`src/rtl/stream_demux_1_n.sv`:
```
// Registered 1:N stream demultiplexer: each packet is routed whole to the channel
// picked on its head beat; heads with an out-of-range select are swallowed and counted.
module stream_demux_1_n #(
  parameter int WIDTH    = 8,
  parameter int CHANNELS = 8,
  parameter int SEL_W    = $clog2(CHANNELS)
) (
  input  logic                clk,
  input  logic                rst_n,
  input  logic [WIDTH-1:0]    din,
  input  logic [SEL_W-1:0]    sel,
  input  logic                in_valid,
  input  logic                in_last,
  output logic                in_ready,
  output logic [WIDTH-1:0]    dout,
  output logic [CHANNELS-1:0] out_valid,
  output logic                out_last,
  input  logic [CHANNELS-1:0] out_ready,
  output logic                busy,
  output logic [15:0]         drop_cnt
);

  localparam logic [SEL_W:0]      LP_NCH = (SEL_W + 1)'(CHANNELS);
  localparam logic [CHANNELS-1:0] LP_ONE = CHANNELS'(1);

  typedef enum logic [1:0] {
    ST_IDLE  = 2'd0,
    ST_ROUTE = 2'd1,
    ST_DROP  = 2'd2
  } state_t;

  state_t             r_state;
  state_t             w_state_nxt;
  logic [SEL_W-1:0]   r_lock;
  logic [SEL_W-1:0]   r_chan_p1;
  logic [WIDTH-1:0]   r_data_p1;
  logic               r_last_p1;
  logic               r_vld_p1;
  logic [15:0]        r_drop_cnt;

  logic               w_sel_ok;
  logic               w_dst_rdy;
  logic               w_take;
  logic               w_can_load;
  logic               w_route;
  logic               w_drop;
  logic               w_acc;
  logic               w_load;
  logic               w_head_drop;
  logic               w_lock_ld;
  logic [SEL_W-1:0]   w_dest;

  function automatic logic [15:0] sat_inc16(input logic [15:0] v);
    sat_inc16 = (v == 16'hFFFF) ? v : v + 16'd1;
  endfunction

  assign w_sel_ok   = ({1'b0, sel} < LP_NCH);
  assign w_dst_rdy  = out_ready[r_chan_p1];
  assign w_take     = r_vld_p1 && w_dst_rdy;
  // The output register can reload in the same cycle it drains.
  assign w_can_load = !r_vld_p1 || w_dst_rdy;

  always_ff @(posedge clk or negedge rst_n) begin
    if (!rst_n) begin
      r_state <= ST_IDLE;
    end else begin
      r_state <= w_state_nxt;
    end
  end

  always_comb begin
    w_state_nxt = r_state;
    w_route     = 1'b0;
    w_drop      = 1'b0;
    w_dest      = r_lock;
    w_head_drop = 1'b0;
    w_lock_ld   = 1'b0;
    in_ready    = 1'b1;
    w_acc       = 1'b0;

    case (r_state)
      ST_IDLE: begin
        if (w_sel_ok) begin
          w_route = 1'b1;
          w_dest  = sel;
        end else begin
          w_drop = 1'b1;
        end
      end
      ST_ROUTE: w_route = 1'b1;
      ST_DROP:  w_drop  = 1'b1;
      default:  w_state_nxt = ST_IDLE;
    endcase

    // Dropped beats never touch the output register, so they need no space there.
    in_ready = w_drop ? 1'b1 : w_can_load;
    w_acc    = in_valid && in_ready;

    if (w_acc) begin
      case (r_state)
        ST_IDLE: begin
          w_head_drop = !w_sel_ok;
          if (!in_last) begin
            if (w_sel_ok) begin
              w_state_nxt = ST_ROUTE;
              w_lock_ld   = 1'b1;
            end else begin
              w_state_nxt = ST_DROP;
            end
          end
        end
        ST_ROUTE, ST_DROP: begin
          if (in_last) w_state_nxt = ST_IDLE;
        end
        default: w_state_nxt = ST_IDLE;
      endcase
    end
  end

  assign w_load = w_acc && w_route;

  // Output register stage
  always_ff @(posedge clk or negedge rst_n) begin
    if (!rst_n) begin
      r_lock     <= '0;
      r_chan_p1  <= '0;
      r_data_p1  <= '0;
      r_last_p1  <= 1'b0;
      r_vld_p1   <= 1'b0;
      r_drop_cnt <= '0;
    end else begin
      if (w_lock_ld) r_lock <= sel;
      if (w_load) begin
        r_data_p1 <= din;
        r_last_p1 <= in_last;
        r_chan_p1 <= w_dest;
        r_vld_p1  <= 1'b1;
      end else if (w_take) begin
        r_vld_p1 <= 1'b0;
      end
      if (w_head_drop) r_drop_cnt <= sat_inc16(r_drop_cnt);
    end
  end

  assign out_valid = r_vld_p1 ? (LP_ONE << r_chan_p1) : '0;
  assign dout      = r_vld_p1 ? r_data_p1 : '0;
  assign out_last  = r_vld_p1 & r_last_p1;
  assign busy      = (r_state != ST_IDLE);
  assign drop_cnt  = r_drop_cnt;

endmodule
```
`config.mk`:
```
export PLATFORM = sky130hd
export DESIGN_NAME = stream_demux_1_n
export DESIGN_NICKNAME = d
export VERILOG_FILES = /design/src/rtl/stream_demux_1_n.sv
export SDC_FILE = /design/constraint.sdc
export NUM_CORES = 1
export LEC_CHECK = 0
export BUFFER_PORTS_ARGS = -buffer_cell sky130_fd_sc_hd__buf_2
export CORE_MARGIN = 8
export CORE_UTILIZATION = 51
export CTS_BUF_LIST = sky130_fd_sc_hd__clkbuf_2 sky130_fd_sc_hd__clkbuf_4 sky130_fd_sc_hd__clkbuf_8
export DETAILED_ROUTE_END_ITERATION = 8
export PLACE_DENSITY = 0.88
export SLEW_MARGIN = 20
export SYNTH_ARGS = -nofsm -noshare
export SYNTH_HDL_FRONTEND = slang
export SYNTH_SLANG_ARGS = --single-unit
```
`constraint.sdc`:
```
create_clock -name clk -period 3.7 [get_ports clk]
set_clock_uncertainty 0.2 [all_clocks]
set_input_delay 0.185 -clock clk [delete_from_list [all_inputs] [get_ports clk]]
set_output_delay 0.185 -clock clk [all_outputs]
set_load 0.01 [all_outputs]
```
==> results of run 1 <==
-- flip-flops by register name, indices dropped and copies added (netlist names) --
| signal | count |
|---|---|
| r_data_p1 | 8 |
| r_last_p1 | 1 |
| r_vld_p1 | 1 |
| r_state | 2 |
| r_chan_p1 | 3 |
| r_lock | 3 |
-- cells in the mapped netlist --
library cell,n
dfrtp_1,18
buf_4,16
mux2_2,12
nand2_1,12
and2_1,10
nor2_1,9
o21ai_0,5
ha_1,4
inv_1,4
clkbuf_1,3
mux2i_1,3
a21o_1,2
a32o_1,2
nand2b_1,2
nand3_1,2
nor2b_1,2
nor3_1,2
a21oi_1,1
a21oi_2,1
a21oi_4,1
a22o_1,1
a32oi_1,1
buf_6,1
conb_1,1
mux2_4,1
nand3b_1,1
nand4_4,1
o22ai_1,1
or3_4,1
-- logic make-up after synthesis --
group,count (synthesis),synth area share [%]
fa+ha+maj,4,4.23
flops,18,38.1
mux,16,15.2
buf+inv,24,13.3
other cells,1,0.317
compound gates,15,9.63
simple gates,42,19.2
-- stage by stage --
step / cell area [µm²] / instances
2_1_floorplan: 1240 / 135
3_3_place_gp: 1340 / 184
3_5_place_dp: 1340 / 184
4_1_cts: 1510 / 202
5_1_grt: 1510 / 202
6_report: 1510 / 202
-- metal layers --
metal	vias up	GRT usage (%)	share of wire (%)
met5	-	0	0
met4	0	3.27	0
met3	0	6.27	12
met2	43	24.1	48
met1	480	13.9	40
li1	478	-	-
-- path summary, 6_finish.rpt --
path / from / to / slack [ns] / cells after the start
hold / removal: rst_n / r_data_p1[4] / 0.14 / 2
setup / recovery: r_chan_p1[1] / in_ready / 1.28 / 5
setup reg to reg: r_chan_p1[1] / r_last_p1 / 1.46 / 5
min in group clk: out_ready[3] / r_vld_p1 / 0.26 / 6
hold reg to reg: r_last_p1 / r_last_p1 / 0.31 / 1
max in group asynchronous: rst_n / r_vld_p1 / 2.87 / 2
-- critical path, delay by kind of cell (launching register included) --
kind                   cells  cell delay [ns]
DFF                        1             0.59
buffers and inverters      1             0.20
muxes                      1             0.33
and+or+nand+nor            3             0.63
-- area by class of cell --
class,instances,area (µm²)
Fill cell,176,699
Multi-Input combinational cell,93,631
Sequential cell,18,450
Timing Repair Buffer,55,345
Clock buffer,4,36.3
Tap cell,28,35.0
Inverter,4,15.0
-- report_power, final --
group          leakage, nW  internal (mW)  switching [mW]
Combinational        0.531          0.284           0.297
Sequential           0.215          0.291          0.0919
Clock               0.0210         0.0599          0.0600
==> results_tabular.tex, run 1 <==
\begin{tabular}{lr}
\hline
Metric & Value \\
\hline
\multicolumn{2}{l}{\textbf{Final layout}} \\
Most common cell after layout, fill and taps aside & buf\_2 \\
Antenna diode count & 0 \\
Most used cells in the layout excluding fill and tap cells & buf\_2 (41), dfrtp\_1 (18), conb\_1 (16) \\
Finished Core Util & 68.4\% \\
Relative area change from synthesis to final layout & 27.9\% \\
Number of nets in the layout & just over 200 \\
Fraction of layout instances using a drive strength above 1 & 35.6\% \\
\multicolumn{2}{l}{\textbf{CTS}} \\
Count of H-tree levels built during CTS & 1 \\
Clock slew seen by the registers of the worst setup and hold paths & around 0.1 ns \\
Number of sinks on the clock net & 18 \\
Clock tree root driver cell & clkbuf\_4 \\
Count of hold-fix buffers inserted at cts & 14 \\
Number of buffers added by the clock tree synthesis step & 3 \\
Clock latency reported for the late side of the worst-skew pair & 0.29 ns \\
Number of setup buffers added after CTS & 0 \\
Number of gates resized after cts & 0 \\
CTS tree & done \\
Number of buffers on the longest clock path & 2 \\
\multicolumn{2}{l}{\textbf{Setup path}} \\
Startpoint type of the worst setup path & register \\
Arr. time, crit path & 2.04 ns \\
Endpoint type of the worst setup path & output pin \\
Max stage delay cell, worst path & dfrtp\_1 \\
Biggest cell delay along the critical path & $\sim$0.59 ns \\
Max FO, Critical Path & 10 \\
Kind of critical path & reg2out \\
Data required time of the worst path & 3.31 ns \\
Cell-by-cell listing of the critical path & mux2\_4, or3\_4, nand4\_4, nand2\_1, buf\_2 \\
\multicolumn{2}{l}{\textbf{Status}} \\
Run status & completed \\
\multicolumn{2}{l}{\textbf{Synthesis}} \\
Synth Warn \# & 0 \\
Count of cell types in the netlist & 29 \\
Top post-synthesis cells by area & dfrtp\_1 (38\%), mux2\_2 (11\%), buf\_4 (10\%) \\
Top cell type by total area after synthesis & dfrtp\_1 \\
Post-synth design cell area & 1180 µm² \\
Area share of the leading cell type in the synthesized netlist & between 30\% and 40\% \\
Count of state elements after synthesis & 18 \\
Mean Syn Cell Area & $\sim$9.9 µm² \\
Sequential share of the synthesized area & 38.1\% \\
Gate Count Post-Synth & 120 \\
\multicolumn{2}{l}{\textbf{Routing}} \\
Total Wirelength & 2.82 mm \\
Via density per instance & 4.96 \\
Via count of the routed design & $\sim$1000 \\
WL per Instance & 14.0 µm \\
Count of antenna-violating nets left after detailed routing & 0 \\
Count of routing violations after the opening detailed-route iteration & 31 \\
Router iterations before antenna repair & 4 \\
Number of DRC violations after detailed routing & 0 \\
\multicolumn{2}{l}{\textbf{STA}} \\
Final critical-path share of the clock period & 65.5\% \\
Setup repair after global routing missed its margin & no \\
Time the worst path needs with I/O delays and setup & about 2.4 ns \\
Worst rel slew slack & between 60\% and 70\% \\
Setup violators final & 0 \\
Total count of max-transition violations in the final report & 0 \\
Max frequency & 413 MHz \\
Least-Margin Pin Slew & 0.501 ns \\
Number of hold violations in the final report & 0 \\
Worst hold slack & 0.143 ns \\
Setup ws final & around 1.3 ns \\
Final TNS setup & 0 ns \\
\multicolumn{2}{l}{\textbf{Power}} \\
PwrDens & 717 nW/µm² \\
Peak ir drop on the vdd network & 0.502 mV \\
Reported leakage power & 0.767 nW \\
Power Total & 1.08 mW \\
\multicolumn{2}{l}{\textbf{Placement}} \\
Dpl hpwl & 2.18 mm \\
Worst setup slack before clock tree synthesis & between 1 and 1.5 ns \\
Port buffer count & 41 \\
Final Wtd Congestion & 0.852 \\
\multicolumn{2}{l}{\textbf{Floorplan}} \\
Row count & 17 \\
Die width & roughly 64 µm \\
Starting utilization of the core area & 53.5\% \\
Die outline height & about 64 µm \\
Ports & 58 \\
Die area & slightly above 4000 µm² \\
Core Footprint & 2210 µm² \\
\multicolumn{2}{l}{\textbf{Job}} \\
Maximum Capacitance Violations & 0 \\
\multicolumn{2}{l}{\textbf{GRT}} \\
First-pass GRT wire length & roughly 4.7 mm \\
Remaining Overflow, GRT & 0 \\
Maximum number of pins on one net before global-route repair & 19 \\
Total routing usage reported by global routing & between 10 and 15\% \\
Vias in the first global route & roughly 1100 \\
Antenna violations before repair & 0 \\
\multicolumn{2}{l}{\textbf{Worst hold path}} \\
Hold Crit Class & in2async \\
\hline
\end{tabular}
(Power assumes the default switching activity.)
==> run 2: changes to the inputs <==
--- a/config.mk
+++ b/config.mk
@@ -7,10 +7,10 @@
 export LEC_CHECK = 0
 export BUFFER_PORTS_ARGS = -buffer_cell sky130_fd_sc_hd__buf_2
 export CORE_MARGIN = 8
-export CORE_UTILIZATION = 51
+export CORE_UTILIZATION = 43
 export CTS_BUF_LIST = sky130_fd_sc_hd__clkbuf_2 sky130_fd_sc_hd__clkbuf_4 sky130_fd_sc_hd__clkbuf_8
 export DETAILED_ROUTE_END_ITERATION = 8
-export PLACE_DENSITY = 0.88
+export PLACE_DENSITY = 0.8
 export SLEW_MARGIN = 20
 export SYNTH_ARGS = -nofsm -noshare
 export SYNTH_HDL_FRONTEND = slang
==> constraint.sdc (replaced) <==
create_clock -name clk -period 2.18 [get_ports clk]
set_clock_uncertainty 0.2 [all_clocks]
set_input_delay 0.109 -clock clk [delete_from_list [all_inputs] [get_ports clk]]
set_output_delay 0.109 -clock clk [all_outputs]
set_load 0.01 [all_outputs]
==> run 2 against run 1 <==
  * Sequential power increased by 56%
  * Sequential share of layout area decreased by 0.65 points
  * Sequential cell count unchanged
  * Clock-buffer cell count unchanged
  * Non-clock buffer count increased by 4
  * Clock power increased by 67%
  * Via count increased by 0.80%
  * Power increased by 74%
==> results_tabular.tex, run 2 (synthesized netlist as in run 1, its figures left out) <==
\begin{tabular}{lr}
\hline
Metric & Value \\
\hline
\multicolumn{2}{l}{\textbf{Power}} \\
Sw Pwr & 762 µW \\
Peak ir drop on the vdd network & 0.779 mV \\
Relative contribution of the clock network to total power & between 10\% and 20\% \\
Reported leakage power & 0.786 nW \\
Proportion of power drawn by flip-flops and latches & 31.6\% \\
Combinational cell fraction of total power & 57.8\% \\
Proportion of total power due to net switching & 40.5\% \\
Internal cell power & about 1.1 mW \\
Power Total & between 1.5 and 2 mW \\
PwrDens & 1220 nW/µm² \\
\multicolumn{2}{l}{\textbf{Status}} \\
Run status & completed \\
\multicolumn{2}{l}{\textbf{GRT}} \\
Maximum number of pins on one net before global-route repair & 19 \\
Total routing usage reported by global routing & 12.5\% \\
Antenna violations before repair & 0 \\
First-pass GRT wire length & approximately 4.6 mm \\
Vias in the first global route & approximately 1100 \\
Remaining Overflow, GRT & 0 \\
\multicolumn{2}{l}{\textbf{STA}} \\
Number of hold violations in the final report & 0 \\
Worst rel slew slack & 64.5\% \\
Final TNS setup & 0 ns \\
Time the worst path needs with I/O delays and setup & around 2.1 ns \\
Setup repair after global routing missed its margin & no \\
Setup violators final & 0 \\
Final critical-path share of the clock period & between 90 and 100\% \\
Total count of max-transition violations in the final report & 0 \\
Max frequency & 477 MHz \\
Least-Margin Pin Slew & 0.528 ns \\
\multicolumn{2}{l}{\textbf{Final layout}} \\
Fraction of layout instances using a drive strength above 1 & a little under two fifths \\
Register with the highest flop count & r\_data\_p1 \\
Number of flip-flops under the largest register name & 8 \\
Relative area change from synthesis to final layout & 30.8\% \\
Most common cell after layout, fill and taps aside & buf\_2 \\
Largest registers & r\_data\_p1: 8 flops, r\_chan\_p1: 3 flops, r\_lock: 3 flops \\
Antenna diode count & 0 \\
Number of nets in the layout & 206 \\
Most used cells in the layout excluding fill and tap cells & buf\_2 (41), dfrtp\_1 (18), conb\_1 (16) \\
\multicolumn{2}{l}{\textbf{Routing}} \\
Count of antenna-violating nets left after detailed routing & 0 \\
Number of DRC violations after detailed routing & 0 \\
Count of routing violations after the opening detailed-route iteration & 38 \\
Via count of the routed design & 1009 \\
Via density per instance & 4.83 \\
Total Wirelength & around 2.8 mm \\
WL per Instance & 13.6 µm \\
Router iterations before antenna repair & 4 \\
\multicolumn{2}{l}{\textbf{Setup path}} \\
Register-to-Register Path Depth & 5 \\
Endpoint type of the worst setup path & output pin \\
Critical register-to-register path endpoint & r\_last\_p1 \\
Max stage delay cell, worst path & dfrtp\_1 \\
Cell-by-cell listing of the critical path & mux2\_4, or3\_4, nand4\_4, nand2\_1, buf\_2 \\
Kind of critical path & reg2out \\
Biggest cell delay along the critical path & 0.41 ns \\
Arr. time, crit path & roughly 1.8 ns \\
Reg2Reg Setup Slack & roughly 0.16 ns \\
Max FO, Critical Path & 6 \\
Startpoint type of the worst setup path & register \\
Data required time of the worst path & 1.87 ns \\
Reg2Reg Launch Point & r\_chan\_p1[1] \\
\multicolumn{2}{l}{\textbf{Placement}} \\
Final Wtd Congestion & around 0.88 \\
Port buffer count & 41 \\
Dpl hpwl & 2.23 mm \\
\multicolumn{2}{l}{\textbf{Floorplan}} \\
Ports & just under 60 \\
Starting utilization of the core area & 44.0\% \\
Die width & 68.4 µm \\
Die outline height & 68.4 µm \\
Core Footprint & 2690 µm² \\
Die area & 4680 µm² \\
Row count & 19 \\
\multicolumn{2}{l}{\textbf{CTS}} \\
Count of H-tree levels built during CTS & 1 \\
Number of buffers on the longest clock path & 2 \\
Clock latency reported for the late side of the worst-skew pair & 0.28 ns \\
Number of sinks on the clock net & 18 \\
Clock slew seen by the registers of the worst setup and hold paths & 0.10 ns \\
Clock tree root driver cell & clkbuf\_4 \\
CTS tree & done \\
Number of buffers added by the clock tree synthesis step & 3 \\
\multicolumn{2}{l}{\textbf{Job}} \\
Maximum Capacitance Violations & 0 \\
\multicolumn{2}{l}{\textbf{Worst hold path}} \\
Hold Crit Class & in2async \\
\hline
\end{tabular}
## run 2: worst max-delay path by stage
stage                             from        end  slack, ns  cells after the start
after floorplan           r_chan_p1[1]  r_last_p1       0.11                      6
after global placement    r_chan_p1[1]  r_last_p1       0.20                      5
after detailed placement    r_state[1]  r_last_p1       0.17                      5
after CTS                 r_chan_p1[1]   in_ready       0.07                      5
after global routing      r_chan_p1[1]   in_ready      0.001                      5
final                     r_chan_p1[1]   in_ready       0.08                      5
## run 2: critical path: cells and delay by family, from the launching register on
family | cells | cell delay (ns)
buf+inv | 1 | 0.18
flops | 1 | 0.41
simple gates | 3 | 0.62
mux | 1 | 0.30
## run 2: per-layer routing
layer,vias to the layer above,wire length [µm],track usage [%]
li1,488,-,-
met1,472,1070,13.4
met2,47,1400,22.4
met3,2,362,5.40
met4,0,5,2.30
met5,-,0,0
## run 2: through the flow
stage / area (µm²) / utilization (%) / worst slack (ns) / cells / hold WS, ns
final: 1550 / 57.6 / 0.0840 / 209 / 0.0867
after global routing: 1550 / 57.6 / 0.00101 / 209 / 0.109
after CTS: 1550 / 57.6 / 0.0703 / 209 / 0.0650
after detailed placement: 1370 / 51.0 / 0.170 / 191 / -0.142
after global placement: 1370 / 51.0 / 0.196 / 191 / -0.147
after floorplan: 1240 / - / 0.113 / 135 / -0.387
## run 2: cell type report
class	count	area (µm²)
clock buffers	4	36.3
well taps	31	38.8
flip-flops and latches	18	450
multi-input cells	93	631
inverters	4	15.0
fillers	251	1140
repair buffers	59	375
## run 2: power by group through the flow
stage	Sequential, mW	Combinational, mW	Clock [mW]
floorplan	0.559	0.798	0
global route	0.619	1.21	0.221
finish	0.596	1.09	0.200
global placement	0.591	1.03	0
CTS	0.598	1.09	0.209
detailed placement	0.607	1.06	0
## run 2: timing repair
item	CTS	global route
hold buffers	14	0
setup buffers	0	0
resized for setup	0	0
hold endpoints to repair	34	0
